===== config.mk =====
export PLATFORM = sky130hd
export DESIGN_NAME = ervp_lock_arbiter
export DESIGN_NICKNAME = d
export VERILOG_FILES = /design/src/rtl/ervp_lock_arbiter.sv
export SDC_FILE = /design/constraint.sdc
export NUM_CORES = 1
export LEC_CHECK = 0
export CAP_MARGIN = 20
export CORE_MARGIN = 10
export CORE_UTILIZATION = 25
export CTS_BUF_LIST = sky130_fd_sc_hd__clkbuf_16
export CTS_CLUSTER_SIZE = 8
export DETAILED_ROUTE_END_ITERATION = 16
export GPL_TIMING_DRIVEN = 0
export PLACE_DENSITY_LB_ADDON = 0.12
export RECOVER_POWER = 100
export SYNTH_ARGS = -nofsm -noshare
export SYNTH_HDL_FRONTEND = slang
export SYNTH_SLANG_ARGS = --single-unit

===== constraint.sdc =====
create_clock -name clk -period 3.9 [get_ports clk]
set_input_delay 0.78 -clock clk [delete_from_list [all_inputs] [get_ports clk]]
set_output_delay 0.78 -clock clk [all_outputs]
set_load 0.005 [all_outputs]

===== src/rtl/ervp_lock_arbiter.sv =====
// Hardware-lock arbiter: serves one acquire/release per cycle in round-robin order
// over NUM_REQ requesters, tracks per-lock owners and optionally force-releases stale locks.
module ervp_lock_arbiter #(
    parameter int unsigned NUM_REQ       = 4,
    parameter int unsigned NUM_LOCK      = 8,
    parameter int unsigned BW_LOCK_INDEX = 3,
    parameter int unsigned BW_REQ_INDEX  = 2,
    parameter int unsigned HOLD_LIMIT    = 0,
    parameter int unsigned BW_HOLD       = 16
) (
    input  logic                              clk,
    input  logic                              rstnn,
    input  logic [NUM_REQ-1:0]                req_valid,
    input  logic [NUM_REQ-1:0]                req_release,
    input  logic [NUM_REQ*BW_LOCK_INDEX-1:0]  req_lock_index,
    output logic [NUM_REQ-1:0]                req_ready,
    output logic [NUM_REQ-1:0]                req_result,
    input  logic [NUM_LOCK-1:0]               clear_timeout,
    output logic [NUM_LOCK-1:0]               lock_status_list,
    output logic [NUM_LOCK*BW_REQ_INDEX-1:0]  lock_owner_list,
    output logic [NUM_LOCK-1:0]               timeout_flag
);

    localparam int unsigned BW_SUM = BW_REQ_INDEX + 1;
    localparam logic [BW_HOLD-1:0] HOLD_LAST =
        (HOLD_LIMIT == 0) ? '0 : BW_HOLD'(HOLD_LIMIT - 1);

    logic [NUM_REQ-1:0]       r_ready, r_result;
    logic [NUM_LOCK-1:0]      r_status, r_flag;
    logic [BW_REQ_INDEX-1:0]  r_owner [NUM_LOCK];
    logic [BW_HOLD-1:0]       r_hold  [NUM_LOCK];
    logic [BW_REQ_INDEX-1:0]  r_rr_ptr;

    logic [NUM_REQ-1:0]       w_eligible;
    logic [2*NUM_REQ-1:0]     w_rot;
    logic [BW_SUM-1:0]        w_sum;
    logic                     w_grant;
    logic [BW_REQ_INDEX-1:0]  w_grant_id;
    logic                     w_sel_release;
    logic [BW_LOCK_INDEX-1:0] w_sel_index;
    logic                     w_grant_result;
    logic [BW_REQ_INDEX-1:0]  w_ptr_next;

    logic [NUM_REQ-1:0]       w_ready, w_result;
    logic [NUM_LOCK-1:0]      w_status, w_flag;
    logic [BW_REQ_INDEX-1:0]  w_owner [NUM_LOCK];
    logic [BW_HOLD-1:0]       w_hold  [NUM_LOCK];

    // Acknowledged requesters are masked so a dropping valid is not served twice.
    assign w_eligible = req_valid & ~r_ready;

    // Round-robin pick: rotate so the search start sits at bit 0, take the first set bit.
    always_comb begin
        w_grant       = 1'b0;
        w_sum         = '0;
        w_grant_id    = '0;
        w_sel_release = 1'b0;
        w_sel_index   = '0;
        w_rot         = {w_eligible, w_eligible} >> r_rr_ptr;
        for (int unsigned k = 0; k < NUM_REQ; k++) begin
            if (!w_grant && w_rot[k]) begin
                w_grant = 1'b1;
                w_sum   = BW_SUM'(r_rr_ptr) + BW_SUM'(k);
            end
        end
        if (w_sum >= BW_SUM'(NUM_REQ)) begin
            w_sum = w_sum - BW_SUM'(NUM_REQ);
        end
        w_grant_id = w_sum[BW_REQ_INDEX-1:0];
        for (int unsigned i = 0; i < NUM_REQ; i++) begin
            if (BW_REQ_INDEX'(i) == w_grant_id) begin
                w_sel_release = req_release[i];
                w_sel_index   = req_lock_index[i*BW_LOCK_INDEX +: BW_LOCK_INDEX];
            end
        end
        w_ptr_next = (w_grant_id == BW_REQ_INDEX'(NUM_REQ - 1)) ? '0
                   : w_grant_id + BW_REQ_INDEX'(1);
    end

    // Next lock state: hold timer first, then the granted request may override it.
    always_comb begin
        w_status       = r_status;
        w_flag         = r_flag & ~clear_timeout;
        w_ready        = '0;
        w_result       = '0;
        w_grant_result = 1'b0;
        for (int unsigned l = 0; l < NUM_LOCK; l++) begin
            w_owner[l] = r_owner[l];
            w_hold[l]  = '0;
        end

        if (HOLD_LIMIT != 0) begin
            for (int unsigned l = 0; l < NUM_LOCK; l++) begin
                if (r_status[l]) begin
                    w_hold[l] = r_hold[l] + BW_HOLD'(1);
                    if (r_hold[l] == HOLD_LAST) begin
                        w_status[l] = 1'b0;
                        w_owner[l]  = '0;
                        w_hold[l]   = '0;
                        w_flag[l]   = 1'b1;
                    end
                end
            end
        end

        // Decisions use the current-cycle state, so an expiring lock still reads as held.
        for (int unsigned l = 0; l < NUM_LOCK; l++) begin
            if (w_grant && (BW_LOCK_INDEX'(l) == w_sel_index)) begin
                if (w_sel_release) begin
                    if (r_status[l] && (r_owner[l] == w_grant_id)) begin
                        w_grant_result = 1'b1;
                        w_status[l]    = 1'b0;
                        w_owner[l]     = '0;
                        w_hold[l]      = '0;
                        w_flag[l]      = r_flag[l] & ~clear_timeout[l];
                    end
                end else if (!r_status[l]) begin
                    w_grant_result = 1'b1;
                    w_status[l]    = 1'b1;
                    w_owner[l]     = w_grant_id;
                    w_hold[l]      = '0;
                end
            end
        end

        for (int unsigned i = 0; i < NUM_REQ; i++) begin
            w_ready[i]  = w_grant && (BW_REQ_INDEX'(i) == w_grant_id);
            w_result[i] = w_ready[i] && w_grant_result;
        end
    end

    always_ff @(posedge clk or negedge rstnn) begin
        if (!rstnn) begin
            r_ready  <= '0;
            r_result <= '0;
            r_status <= '0;
            r_flag   <= '0;
            r_rr_ptr <= '0;
            for (int unsigned l = 0; l < NUM_LOCK; l++) begin
                r_owner[l] <= '0;
                r_hold[l]  <= '0;
            end
        end else begin
            r_ready  <= w_ready;
            r_result <= w_result;
            r_status <= w_status;
            r_flag   <= w_flag;
            if (w_grant) begin
                r_rr_ptr <= w_ptr_next;
            end
            for (int unsigned l = 0; l < NUM_LOCK; l++) begin
                r_owner[l] <= w_owner[l];
                r_hold[l]  <= w_hold[l];
            end
        end
    end

    assign req_ready        = r_ready;
    assign req_result       = r_result;
    assign lock_status_list = r_status;
    assign timeout_flag     = r_flag;

    for (genvar l = 0; l < NUM_LOCK; l++) begin : g_owner
        assign lock_owner_list[l*BW_REQ_INDEX +: BW_REQ_INDEX] = r_owner[l];
    end

endmodule

# Yosys cells after proc, flatten, opt, wreduce, memory -nomap -nowiden

Cells that the tools add are included.

Register bits after elaboration: 42
Bits of input ports: 30
Output and inout port bits: 40
Logic and storage cells: 244

Add/subtract/negate cells: 5
Magnitude comparators: 1
Eq/ne operators: 35
Shift-type cells: 1
Muxes and demuxes: 114
Bitwise gates (word level): 20
Reduce and logical (&&, ||, !) cells: 48

Operator list:

| cell                  | number |
|---|---|
| $mux W1               | 80 |
| $mux W2               | 27 |
| $ne A2 B1 Y1 const B  | 16 |
| $logic_and A1 B1 Y1   | 27 |
| $reduce_and A3 Y1     | 8 |
| $mux W3               | 7 |
| $eq A2 B2 Y1          | 8 |
| $reduce_and A2 Y1     | 8 |
| $eq A3 B3 Y1 const A  | 4 |
| $and A1 B1 Y1         | 8 |
| $and A8 B8 Y8         | 1 |
| $not A1 Y1            | 8 |
| $not A8 Y8            | 1 |
| $shr A8 B2 Y4         | 1 |
| $add A2 B2 Y3 const B | 2 |
| $eq A2 B3 Y1 const A  | 2 |
| $and A4 B4 Y4         | 1 |
| $eq A2 B2 Y1 const A  | 2 |
| $not A4 Y4            | 1 |
| $add A2 B1 Y3 const B | 1 |
| $eq A1 B3 Y1 const A  | 1 |
| $ge A3 B3 Y1 const B  | 1 |
| $logic_not A1 Y1      | 3 |
| $logic_not A3 Y1      | 1 |
| 5 further kinds       | 5 |

# Depth between registers and ports, before layout

Depth after elaboration: 45
Depth in mapped cells: 15
Depth with buffers taken out: 12

# Worst setup path after synthesis

No wires, ideal clock.

Path type: input-to-reg
From: in req_valid[3]
To: reg r_owner, in the netlist lock_owner_list[6]
Setup time: 0.125 ns
Arrival: 3.801 ns
Required time: 3.775 ns
Path slack: -0.026 ns
Stages on the path: 13
Path through: nand2b_4 > buf_6 > a31o_2 > buf_2 > or3_1 > inv_1 > ha_1 > nor2b_2 > a221oi_2 > o21ai_2 > or4_4 > o21ai_4 > mux2_4

Cells in the longest elaborated chain, start to end: 22

Ends and longest elaborated chain:

| what                                                 | RTL line | text |
|---|---|---|
| start: declaration                                   | 13       | `input logic [NUM_REQ-1:0] req_valid,` |
| $and A4 B4 Y4 (*)                                    | 50       | `assign w_eligible = req_valid & ~r_ready;` |
| $shr A8 B2 Y4 (*)                                    | 59       | `w_rot = {w_eligible, w_eligible} >> r_rr_ptr;` |
| $mux W1                                              | 61       | `if (!w_grant && w_rot[k]) begin` |
| $logic_not A1 Y1                                     | 61       |  |
| $logic_and A1 B1 Y1                                  | 61       |  |
| $mux W1                                              | 61       |  |
| $logic_not A1 Y1                                     | 61       |  |
| $logic_and A1 B1 Y1                                  | 61       |  |
| [... 3 more ...]                                     | n/a      |  |
| $mux W3                                              | 61       |  |
| $ge A3 B3 Y1 / $sub A2 B1 Y2 (equally long branches) | 66, 67   |  |
| $mux W2                                              | 66       | `if (w_sum >= BW_SUM'(NUM_REQ)) begin` |
| $logic_not A2 Y1                                     | 71       | `if (BW_REQ_INDEX'(i) == w_grant_id) begin` |
| $mux W3 (4 in series)                                | 71       |  |
| $eq A2 B3 Y1                                         | 108      | `if (w_grant && (BW_LOCK_INDEX'(l) == w_sel_index)) begin` |
| $logic_and A1 B1 Y1                                  | 108      |  |
| $reduce_and A3 Y1 (no line)                          | n/a      |  |
| end signal: indexed assignment                       | 152      | `r_owner[l] <= w_owner[l];` |
| end: declaration                                     | 30       | `logic [BW_REQ_INDEX-1:0] r_owner [NUM_LOCK];` |

Mark *: on every way between the ends. The rest lies on a longest branch, timed or not. The select of a mux whose other input is x is not followed.
A chain may end at the register's enable or synchronous reset.

# Worst setup path in the final report

From: in req_valid[1]
To: reg r_owner, in the netlist lock_owner_list[10]

Cells in the longest elaborated chain, start to end: 22

Ends and longest elaborated chain:

| what                                                 | RTL line |
|---|---|
| $and A4 B4 Y4 (*)                                    | 50 |
| $shr A8 B2 Y4 (*)                                    | 59 |
| $mux W1                                              | 61 |
| $logic_not A1 Y1                                     | 61 |
| $logic_and A1 B1 Y1                                  | 61 |
| $mux W1                                              | 61 |
| $logic_not A1 Y1                                     | 61 |
| $logic_and A1 B1 Y1                                  | 61 |
| [... 3 more ...]                                     | n/a |
| $mux W3                                              | 61 |
| $ge A3 B3 Y1 / $sub A2 B1 Y2 (equally long branches) | 66, 67 |
| $mux W2                                              | 66 |
| $logic_not A2 Y1                                     | 71 |
| $mux W3 (4 in series)                                | 71 |
| $eq A3 B3 Y1                                         | 108 |
| $logic_and A1 B1 Y1                                  | 108 |
| $reduce_and A3 Y1 (no line)                          | n/a |

Marked as above.

==> impl_metrics.yaml <==
global_routing:
  grt_start_max_net_pins: 36
  grt.busiest_layer: "met2"
  grt_pass1_vias: 2455
  grt.total_usage_pct: 11.22
  grt_overflow_total: 0
  met2_usage_pct: 17.74
  grt_pass1_wl_um: 13290
  met1_usage_pct: 14.18
  use_met3_pct: 3.352
  antenna_found_initial: 0
pwr:
  ir_drop_mv: 0.2949
  p_clk_share_pct: 10.8
  total_power_mw: 3.645
  power_switching_mw: 1.635
  p_per_area_nw_per_um2: 920.2
  pwr-share-comb_pct: 68.9
  swShare_pct: 44.85
  power_frac_seq_pct: 20.3
  p_leak_nw: 1.652
  p_int_mw: 2.010
worst_setup_path:
  rr_startpoint: "r_rr_ptr[1]"
  crit_required_ns: 4.07
  worst-path-buf-inv: 5
  startpoint: "req_valid[1]"
  crit_chain: "clkdlybuf4s50_1 -> nand2b_1 -> o21a_4 -> or3_4 -> inv_4 -> ha_4 -> buf_4 -> a221oi_4 -> buf_4 -> or3_4 -> or4_4 -> o31ai_4 -> buf_6 -> mux2_4"
  startpoint_type: "primary input"
  endpoint_kind: "register"
  arrival_ns: 3.99
  worstPathMaxFanout: 7
  critPathTopFamily: "simple AND/OR/NAND/NOR gates"
  crit_slowest_cell: "clkdlybuf4s50_1"
  cp_slowest_stage_delay_ns: 0.48
  critPathKind: "in -> reg"
timing:
  skew_ns: 0.003159
  setup_viol: 0
  fin_hold_ws_ns: 0.4060
  finalHoldViolCount: 0
  period_minus_slack_ns: 3.820
  slew_viol_final: 36
  setup_tns_ns: 0
  max_freq_mhz: 261.8
  tightest_slew_ns: 1.935
  post-route-period-util_pct: 97.95
  relSlewSlack_pct: -28.98
clocking:
  cts_hold_buf: 0
  root_buffer: "clkbuf_16"
  clk_path_buf_depth: 2
  htreeDepth: 2
  clock_sinks: 42
  clk_pin_slew_ns: 0.06
  clk_latency_ns: 0.28
  cts_tree: "yes"
  cts_buffers: 5
yosys:
  syn_area_per_cell_um2: 10.79
  yosysTopAreaCell: "dfrtp_1"
  synth_seq_cells: 42
  synth_flop_cell: "dfrtp_1"
  synthCells: 245
  muxShareOfSynthArea_pct: 7.383
  yosys_warnings: 0
  synth_xor_area_share_pct: 0
  synth_top_family_by_area: "simple AND/OR/NAND/NOR gates"
  synth_seq_area_share_pct: 39.75
  synthArstFlopShare_pct: 100.0
  synth_common_cells: "42 x dfrtp_1, 19 x nor4_1, 14 x o21ai_0"
  yosysMostFrequentCell: "dfrtp_1"
  synthSimpleGateAreaFrac_pct: 26.08
  synth_edf_count: 0
  synth_cell_types: 65
  synth.top_cell.area_share_pct: 39.75
  synth_area_leaders: "dfrtp_1 40%, nor4_1 4.5%, mux2_1 3.8%, o21ai_0 2.7%, nor2b_1 2.4%"
  synth_area_um2: 2644
  synth_fa_ha_area_share_pct: 1.893
  syn_nets: 279
  synth-compound-area-share_pct: 21.06
floorplan:
  ios: 70
  fp.dieW_um: 122.8
  num_rows: 37
  fp.dieH_um: 122.8
  die_area_um2: 15090
  core_um2: 10320
  start_util_pct: 25.61
place:
  detailed_place_hpwl_um: 6383
  routabilityCongestion: 0.8325
  placed_cell_area_um2: 3533
  io_buffer_count: 69
  dp_cells: 451
min_path:
  hold_path.class: "in -> async"
run_status:
  violations: "capacitance limit, slew limit"
  status: "finished with violations"
detailed_routing:
  viasPerCell: 4.996
  drc: 0
  via_count: 2373
  wl_per_cell_um: 17.87
  first_pass_iters: 4
  wl_um: 8489
  drt-initial-drc-count: 120
  antenna_left: 0
finish:
  layout-drive-gt1-share_pct: 28.61
  fin_area_um2: 3961
  nets: 373
  syn_to_final_growth_pct: 49.83
  finalNonFillerCells: 475
  diodes: 0
job:
  drv_cap: 1
## what timing repair did
| action | CTS | global route |
|---|---|---|
| setup buffers | 12 | 8 |
| pin swaps | 12 | 4 |
| resized for setup | 30 | 8 |
| gates cloned | 0 | 0 |
| setup endpoints to repair | 27 | 15 |
## state kept, by name (all words and copies together) (netlist names)
register          count
lock_owner_list      16
lock_status_list      8
timeout_flag          8
req_ready             4
req_result            4
r_rr_ptr              2
## power by group through the flow
stage                     Sequential (mW)  Combinational (mW)  Clock (mW)
after floorplan                     0.722                1.43           0
after global placement              0.752                2.14           0
after detailed placement            0.751                2.15           0
after CTS                           0.750                2.46       0.408
after global routing                0.769                2.74       0.421
final                               0.741                2.51       0.392
## layout make-up
class / instances / area [um2]
clock buffer: 5 / 125.1
sequential: 42 / 1051
tap: 136 / 170.2
buffer: 9 / 71.32
clock inverter: 2 / 7.507
inverter: 6 / 25.02
multi-input combinational: 185 / 1673
timing repair buffer: 90 / 838.3
fill: 1032 / 6362
## kinds of logic after synthesis
family                     Yosys count
and+or+nand+nor                    101
AOI/OAI and AO/OA                   64
DFF                                 42
buffers and inverters               18
muxes                               16
adders and majority gates            4
## through the flow
step / util (%) / setup WS, ns
CTS: 37.66 / 0.04025
detailed placement: 34.23 / -1.002
finish: 38.37 / 0.07988
global placement: 34.08 / -1.001
floorplan: - / 0.01736
global route: 38.37 / -0.01191
## metal layers
layer  share of wire (%)  wire length, um  vias to the layer above
met3                 7.8              658                        7
li1                    -                -                     1145
met2                  45             3823                       63
met5                   0                0                        -
met4                 1.2               98                        0
met1                  46             3908                     1158
## worst paths after layout
check                                 endpoint  slack, ns  depth (start not counted)
min in group clk               timeout_flag[5]       0.50                          1
setup / recovery           lock_owner_list[10]       0.08                         14
setup reg to reg           lock_owner_list[10]       0.37                         14
hold reg to reg                timeout_flag[5]       0.50                          1
max in group asynchronous  lock_status_list[3]       1.34                          2
hold / removal                 timeout_flag[5]       0.41                          1
## layout by cell type (no fill, tap or decap), types with 4 or more instances in the layout
cell type and n:
ha_4 4, nor2b_1 8, nor4_1 18, nand2_1 10
and2_1 5, or4_1 4, clkdlybuf4s50_1 17, mux2_1 9
o31ai_1 8, o21ai_0 14, buf_4 20, clkbuf_16 5
a22o_1 4, nor2_1 8, inv_1 6, buf_6 5
nand4_1 4, dlygate4sd3_1 48, mux2_4 4, dfrtp_1 42
o31a_1 7
No activity file was read; power rests on OpenSTA's default activity.
